$ cat config.mk
export PLATFORM = sky130hd
export DESIGN_NAME = nx_fifo_wr_arb
export DESIGN_NICKNAME = d
export VERILOG_FILES = /design/src/rtl/nx_fifo_arb_pkg.sv /design/src/rtl/nx_rr_pick.sv /design/src/rtl/nx_fifo_wr_arb.sv
export SDC_FILE = /design/constraint.sdc
export NUM_CORES = 1
export LEC_CHECK = 0
export CAP_MARGIN = 20
export CORE_AREA = 2 2 134 136
export CTS_BUF_LIST = sky130_fd_sc_hd__clkbuf_8 sky130_fd_sc_hd__clkbuf_16
export CTS_CLUSTER_SIZE = 12
export DETAILED_ROUTE_END_ITERATION = 16
export DIE_AREA = 0 0 136 138
export GPL_TIMING_DRIVEN = 1
export PLACE_DENSITY = 0.7
export SLEW_MARGIN = 20
export SYNTH_ARGS = -nofsm -noshare
export SYNTH_HDL_FRONTEND = slang
export SYNTH_SLANG_ARGS = --single-unit
$ cat constraint.sdc
create_clock -name clk -period 4.6 [get_ports clk]
set_input_delay 0.92 -clock clk [delete_from_list [all_inputs] [get_ports clk]]
set_output_delay 0.92 -clock clk [all_outputs]
set_load 0.1 [all_outputs]
$ cat src/rtl/nx_fifo_arb_pkg.sv
// Shared types and helpers for FIFO write arbiters: FSM state encoding,
// the burst ceiling and a round-robin pick function for up to 8 requesters.
package nx_fifo_arb_pkg;

   localparam int ARB_MAX_BURST = 15;

   typedef enum logic [1:0] {
      IDLE     = 2'd0,
      GRANT    = 2'd1,
      CLR_WAIT = 2'd2,
      CLR      = 2'd3
   } arb_state_e;

   // First set bit of valid at or above ptr, wrapping at 8. Unused upper
   // bits must be zero, which makes the wrap equivalent to modulo N.
   function automatic logic [2:0] rr_pick(input logic [7:0] valid, input logic [2:0] ptr);
      logic [2:0] idx;
      logic [2:0] j;
      logic       found;
      idx   = ptr;
      found = 1'b0;
      for (int i = 0; i < 8; i++) begin
         j = ptr + 3'(i);
         if (!found && valid[j]) begin
            idx   = j;
            found = 1'b1;
         end
      end
      return idx;
   endfunction

endpackage

$ cat src/rtl/nx_rr_pick.sv
// Combinational round-robin picker: rotate-and-priority-encode of valid
// starting at ptr. Supports N up to 8.
module nx_rr_pick
   import nx_fifo_arb_pkg::*;
#(
   parameter int N  = 4,
   parameter int IW = $clog2(N)
) (
   input  logic [N-1:0]  valid,
   input  logic [IW-1:0] ptr,
   output logic [IW-1:0] idx,
   output logic          any
);

   logic [2:0] pick;

   always_comb begin
      pick = rr_pick(8'(valid), 3'(ptr));
      idx  = IW'(pick);
      any  = |valid;
   end

endmodule

$ cat src/rtl/nx_fifo_wr_arb.sv
// Burst-locked round-robin write arbiter in front of one nx_fifo write port,
// with free-slot throttling and a sequenced clear. NX_FIFO_WR_ARB_STATS_EN adds stall_cnt.
module nx_fifo_wr_arb
   import nx_fifo_arb_pkg::*;
#(
   parameter int N_REQ = 4,
   parameter int WIDTH = 65,
   parameter int DEPTH = 2,
   parameter int BURST = 4
) (
   input  logic                       clk,
   input  logic                       rst,
   input  logic [N_REQ-1:0]           req_valid,
   input  logic [N_REQ*WIDTH-1:0]     req_data,
   output logic [N_REQ-1:0]           req_ready,
   input  logic                       clear_req,
   output logic                       clear_done,
   output logic                       fifo_wen,
   output logic [WIDTH-1:0]           fifo_wdata,
   output logic                       fifo_clear,
   input  logic [$clog2(DEPTH+1)-1:0] fifo_free_slots,
`ifdef NX_FIFO_WR_ARB_STATS_EN
   output logic [15:0]                stall_cnt,
`endif
   output logic [$clog2(N_REQ)-1:0]   grant_id,
   output logic                       busy
);

   localparam int IW = $clog2(N_REQ);
   localparam int SW = $clog2(DEPTH+1);
   localparam int BW = $clog2(ARB_MAX_BURST+1);

   arb_state_e     state;
   logic [IW-1:0]  rr_ptr;
   logic [IW-1:0]  pick_idx;
   logic [IW-1:0]  next_ptr;
   logic [BW-1:0]  beat_cnt;
   logic           clr_pend;
   logic           pick_any;
   logic           space;
   logic           own_valid;
   logic           accept;
   logic           last_beat;
   logic           burst_end;
   logic           clr_seen;
   logic [WIDTH-1:0] own_data;

   nx_rr_pick #(.N(N_REQ), .IW(IW)) u_pick (
      .valid (req_valid),
      .ptr   (rr_ptr),
      .idx   (pick_idx),
      .any   (pick_any)
   );

   always_comb begin
      own_valid = 1'b0;
      own_data  = '0;
      for (int i = 0; i < N_REQ; i++) begin
         if (grant_id == IW'(i)) begin
            own_valid = req_valid[i];
            own_data  = req_data[i*WIDTH +: WIDTH];
         end
      end
   end

   // A registered write still in flight is not yet reflected in free_slots.
   assign space     = fifo_free_slots > SW'(fifo_wen);
   assign accept    = (state == GRANT) && own_valid && space;
   assign last_beat = accept && (beat_cnt == BW'(BURST-1));
   assign burst_end = (state == GRANT) && (last_beat || !own_valid);
   assign clr_seen  = clr_pend | clear_req;
   assign next_ptr  = (grant_id == IW'(N_REQ-1)) ? '0 : grant_id + IW'(1);
   assign busy      = (state == GRANT);

   // Handshake: a beat moves on a cycle where req_valid[i] & req_ready[i];
   // ready depends only on state, grant_id and free slots, never on valid.
   always_comb begin
      req_ready = '0;
      for (int i = 0; i < N_REQ; i++)
         req_ready[i] = (state == GRANT) && (grant_id == IW'(i)) && space;
   end

   always_ff @(posedge clk or posedge rst) begin
      if (rst) begin
         state      <= IDLE;
         grant_id   <= '0;
         rr_ptr     <= '0;
         beat_cnt   <= '0;
         clr_pend   <= 1'b0;
         fifo_wen   <= 1'b0;
         fifo_wdata <= '0;
         fifo_clear <= 1'b0;
         clear_done <= 1'b0;
      end else begin
         fifo_wen   <= accept;
         fifo_clear <= 1'b0;
         clear_done <= 1'b0;
         clr_pend   <= clr_seen;
         if (accept)
            fifo_wdata <= own_data;
         case (state)
            IDLE: begin
               if (clr_seen) begin
                  state <= CLR_WAIT;
               end else if (pick_any) begin
                  grant_id <= pick_idx;
                  beat_cnt <= '0;
                  state    <= GRANT;
               end
            end
            GRANT: begin
               if (accept)
                  beat_cnt <= beat_cnt + BW'(1);
               if (burst_end) begin
                  rr_ptr <= next_ptr;
                  state  <= clr_seen ? CLR_WAIT : IDLE;
               end
            end
            CLR_WAIT: begin
               fifo_clear <= 1'b1;
               clear_done <= 1'b1;
               state      <= CLR;
            end
            CLR: begin
               clr_pend <= clear_req;
               state    <= IDLE;
            end
            default: state <= IDLE;
         endcase
      end
   end

`ifdef NX_FIFO_WR_ARB_STATS_EN
   always_ff @(posedge clk or posedge rst) begin
      if (rst)
         stall_cnt <= '0;
      else if (fifo_clear)
         stall_cnt <= '0;
      else if ((state == GRANT) && own_valid && !space && (stall_cnt != 16'hFFFF))
         stall_cnt <= stall_cnt + 16'd1;
   end
`endif

endmodule
[Word-level counts from Yosys, hierarchy flattened]
Cells that the tools add are included.
Word-level totals
  register bits after elaboration: 78
  bits in latches: 0
  bits in writable memories: 0
  ROM bits: 0
  bits of input ports: 269
  memories kept: 0
Cells by class
  $add $sub $neg: 9
  multiply operators: 0
  divide/modulo/power cells: 0
  order comparisons: 9
  equal/unequal tests: 12
  shift operators: 0
  mux-type cells: 50
  bitwise operators: 2
  reduce and logical (&&, ||, !) cells: 36
Operators by type and width (count)
  $mux W65: 4
  $lt A3 B4 Y1 const B: 7
  $mux W2: 12
  $bmux W1 S3: 7
  $mux W1: 21
  $logic_and A1 B1 Y1: 19
  $add A2 B3 Y3 const B: 4
  $mux W4: 3
  $eq A2 B2 Y1 const B: 4
  $logic_not A1 Y1: 8
  $pmux W2 S4: 1
  $pmux W4 S2: 1
  $add A2 B2 Y3 const B: 2
  $add A4 B1 Y4 const B: 1
  $eq A2 B1 Y1 const B: 2
  $eq A4 B2 Y1 const B: 1
  $logic_not A2 Y1: 2
  $lt A2 B4 Y1 const B: 1
  $ne A2 B1 Y1 const B: 2
  $ne A2 B2 Y1 const B: 2
  $reduce_and A2 Y1: 2
  $reduce_and A4 Y1: 1
  $reduce_or A4 Y1: 1
  $add A2 B1 Y3 const B: 1
  9 further kinds: 9

[Depth between registers and ports, before layout]
  word-level depth: 24
  mapped depth: 10

[By module]
A second synthesis with hierarchy kept.
Unflattened totals
  cell total of the unflattened synthesis: 547
  area, all modules: 5407.7 um^2
By module, submodules not included
  nx_fifo_wr_arb: times used 1, cells each 514, area each 5123.7 um^2, seq. area each 1951.9 um^2
  nx_rr_pick: times used 1, cells each 33, area each 284.0 um^2, seq. area each 0.0 um^2

[Worst setup path after synthesis]
No wires, ideal clock.
  path kind: register -> output
  start: register state[0]
  end: output req_ready[0]
  arrival time: 2.906 ns
  data required time: 3.680 ns
  setup slack: 0.774 ns
  stages on the path, launching flop included: 4
  buffers on the path: 0
  path through: dfrtp_1 -> nor2b_1 -> o21a_1 -> and2_1
Between the ends
  word-level cells in the longest chain between the ends: 3
RTL lines
  start: declaration: RTL line nx_fifo_wr_arb.sv:33  | arb_state_e state;
  start signal: assignment: RTL line nx_fifo_wr_arb.sv:116  | state <= clr_seen ? CLR_WAIT : IDLE;
  $eq A2 B1 Y1
  named net busy: RTL line nx_fifo_wr_arb.sv:26  | output logic busy
  $logic_and A1 B1 Y1 (2 in a row): RTL line nx_fifo_wr_arb.sv:80  | req_ready[i] = (state == GRANT) && (grant_id == IW'(i)) && space;
  end: declaration: RTL line nx_fifo_wr_arb.sv:15  | output logic [N_REQ-1:0] req_ready,
The timed path passes the listed nets, and every way through them passes these cells.

[Worst setup path after layout]
  start: input fifo_free_slots[0]
  end: output req_ready[3]
Between the ends
  word-level cells in the longest chain between the ends: 2
RTL lines
  start: declaration: RTL line nx_fifo_wr_arb.sv:21  | input logic [$clog2(DEPTH+1)-1:0] fifo_free_slots,
  $gt A2 B1 Y1: RTL line nx_fifo_wr_arb.sv:67  | assign space = fifo_free_slots > SW'(fifo_wen);
  $logic_and A1 B1 Y1: RTL line nx_fifo_wr_arb.sv:80
No other way between the ends.

==> flow_metrics.py <==
metrics = {
    "status": {
        "status": "finished clean",
    },
    "timing": {
        "rsz0062_at_grt": "false",
        "fmax_mhz": 295,
        "finalCritPeriodShare_pct": 73.6,
        "setup_viol": 0,
        "fin_tns_setup_ns": 0,
        "fin_crit_ns": 3.39,
        "worstMarginPinSlew_ns": 1.07,
        "fin_ws_ns": 1.21,
        "final_max_slew_viol_count": 0,
        "holdWs_ns": 0.476,
        "relSlewSlack_pct": 28.4,
        "fin_skew_ns": 0.00246,
        "hold_violations": 0,
    },
    "synth": {
        "async_flop_share_pct": 100,
        "ys_seq_area_share_pct": 35.6,
        "synthCells": 707,
        "syn_area_sq_um": 5480,
        "ys.flop_type": "dfrtp_1",
        "yosys_warnings": 0,
        "ys_seq_elements": 78,
        "synth_cell_types": 52,
        "synth_edf_count": 0,
        "syn_area_per_cell_sq_um": 7.75,
        "syn_nets": 984,
    },
    "floorplan": {
        "die_x_um": 136,
        "coreArea_sq_um": 17500,
        "io_pins": 344,
        "start_util_pct": 31.3,
        "fp.dieH_um": 138,
        "rows": 49,
        "fp.dieArea_sq_um": 18800,
    },
    "clock_tree": {
        "clkSlewWorstSetupHoldPaths_ns": 0.06,
        "cts_tree": "done",
        "worst_skew_pair.late_latency_ns": 0.34,
        "clock_sinks": 78,
        "cts_hold_buf": 0,
        "ctsLongestPathBuffers": 2,
        "postCtsSetupBuffers": 0,
        "cts_buffers": 9,
        "htree_levels": 3,
        "cts-root-buf": "clkbuf_16",
        "cts_resized": 0,
    },
    "pwr": {
        "intPower_mw": 2.96,
        "p_per_area_nw_per_um2": 737,
        "power.switching_mw": 3.91,
        "p_comb_share_pct": 71.7,
        "seq_power_share_pct": 16.9,
        "power_mw": 6.87,
        "vdd.ir_drop.worst_uv": 466,
        "leakagePower_nw": 3.60,
        "clkPwrFrac_pct": 11.3,
        "sw_frac_of_total_pct": 56.9,
    },
    "detailed_routing": {
        "avgRoutedWirePerCell_um": 18.1,
        "vias": 6324,
        "drcViolationCount": 0,
        "drtIter0Drc": 356,
        "drtPass1Iterations": 5,
        "via_per_inst": 5.12,
        "drt-total-wl_mm": 22.4,
        "postRouteAntennaNets": 0,
    },
    "global_routing": {
        "grt_max_degree": 77,
        "gr-usage-all-layers_pct": 23.0,
        "grt_pass1_vias": 5974,
        "antenna_found_initial": 1,
        "grt_remaining_overflow": 0,
        "grt_pass1_wl_mm": 33.5,
    },
    "place": {
        "globalplace.congestion": 0.933,
        "hpwl_mm": 16.6,
        "dpl_cell_area_sq_um": 9000,
        "pre_cts_ws_ns": 1.12,
        "port_buffers": 343,
    },
    "finish": {
        "nets": 1277,
        "drive_gt1_share_pct": 4.98,
        "stdcell_area_sq_um": 9320,
        "syn_to_final_growth_pct": 70.1,
    },
    "setup_path": {
        "path_cells": "clkdlybuf4s50_1, inv_1, ha_1, nor2_1, o21a_1, and2_1, buf_4",
        "crit_type": "in2out",
        "crit_fanout": 6,
        "cpPeakStageDelay_ns": 0.45,
        "required_ns": 3.68,
        "endpoint_kind": "output port",
        "startpoint_type": "primary input",
        "cp_slowest_cell": "clkdlybuf4s50_1",
        "critPathArrivalTime_ns": 2.47,
    },
    "worst_hold_path": {
        "worstHoldPathType": "reg2reg",
    },
    "job": {
        "cap_violations": 0,
    },
}
-- cells in the mapped netlist (4+ instances only) --
| library cell | number | area share, % |
|---|---|---|
| dfrtp_1 | 78 | 36 |
| a21oi_1 | 68 | 6.2 |
| inv_1 | 9 | 0.62 |
| o21ai_0 | 67 | 6.1 |
| nand3b_1 | 66 | 9.0 |
| ha_1 | 8 | 1.8 |
| mux2_2 | 5 | 1.0 |
| clkbuf_1 | 54 | 3.7 |
| buf_2 | 8 | 0.73 |
| nand2_1 | 140 | 9.6 |
| a311oi_1 | 66 | 11 |
| nand3_1 | 4 | 0.37 |
| nor2_1 | 70 | 4.8 |
| and2_1 | 6 | 0.68 |
-- worst max-delay path: cells and delay by family --
family,cells,cell delay [ns]
compound gates,1,0.25
simple gates,2,0.26
fa+ha+maj,1,0.26
buf+inv,3,0.78
-- metrics by stage --
stage | std cells | utilization [%]
after floorplan | 707 | -
after global placement | 1218 | 51.3
after detailed placement | 1218 | 51.3
after CTS | 1233 | 53.2
after global routing | 1234 | 53.2
final | 1234 | 53.2
-- power by group through the flow --
stage          Combinational (mW)  Sequential (mW)  Clock, mW
6_report                     4.93             1.16      0.777
5_1_grt                      5.26             1.20      0.822
4_1_cts                      4.96             1.17      0.795
3_5_place_dp                 4.94             1.17          0
3_3_place_gp                 4.93             1.17          0
2_1_floorplan                1.98             2.83          0
-- worst paths after layout --
| path | slack, ns | endpoint | from | cells after the start |
|---|---|---|---|---|
| min reg2reg | 0.48 | fifo_wdata[18] | fifo_wdata[18] | 2 |
| min | 0.48 | fifo_wdata[18] | fifo_wdata[18] | 2 |
| max | 1.21 | req_ready[3] | fifo_free_slots[0] | 7 |
| max reg2reg | 1.46 | fifo_wdata[41] | grant_id[0] | 7 |
| min in group asynchronous | 1.11 | fifo_wdata[34] | rst | 2 |
| max in group asynchronous | 2.58 | fifo_wdata[36] | rst | 3 |
-- state kept, by name, indices dropped and copies added, names as in the netlist --
signal / cells
clr_pend: 1
rr_ptr: 2
fifo_wdata: 65
fifo_wen: 1
fifo_clear: 1
state: 2
grant_id: 2
beat_cnt: 4
-- area by class of cell --
cell class | instances | area [sq um]
repair buffers | 351 | 3480
fillers | 1692 | 8210
clock inverters | 4 | 70.1
inverters | 10 | 41.3
diodes | 1 | 2.50
well taps | 229 | 287
flip-flops and latches | 78 | 1950
multi-input cells | 550 | 3240
clock buffers | 11 | 253
-- routing by layer --
metal | routed length [um] | GRT usage, % | up-vias
met5 | 0 | 0 | -
met4 | 383 | 5.48 | 0
met3 | 1700 | 6.34 | 23
met2 | 10800 | 38.7 | 224
met1 | 9470 | 29.1 | 2943
li1 | - | - | 3134
-- layout by cell type (no fill, tap or decap), types with 4 or more instances in the layout --
cell and n:
clkdlybuf4s50_1 339, nand2_1 140, dfrtp_1 78, nor2_1 70
a21oi_1 68, o21ai_0 67, nand3b_1 66, a311oi_1 66
buf_4 12, clkbuf_16 9, inv_1 7, and2_1 6
mux2_2 5, ha_1 5, nand3_1 4
-- cells by family after synthesis --
logic type	count (synthesis)	share of synthesized area (%)
and+or+nand+nor	307	27.1
adders and majority gates	8	1.83
DFF	78	35.6
AOI/OAI and AO/OA	222	26.2
buffers and inverters	79	6.00
muxes	13	3.29
Note: power is estimated with default switching activity, not from simulation.
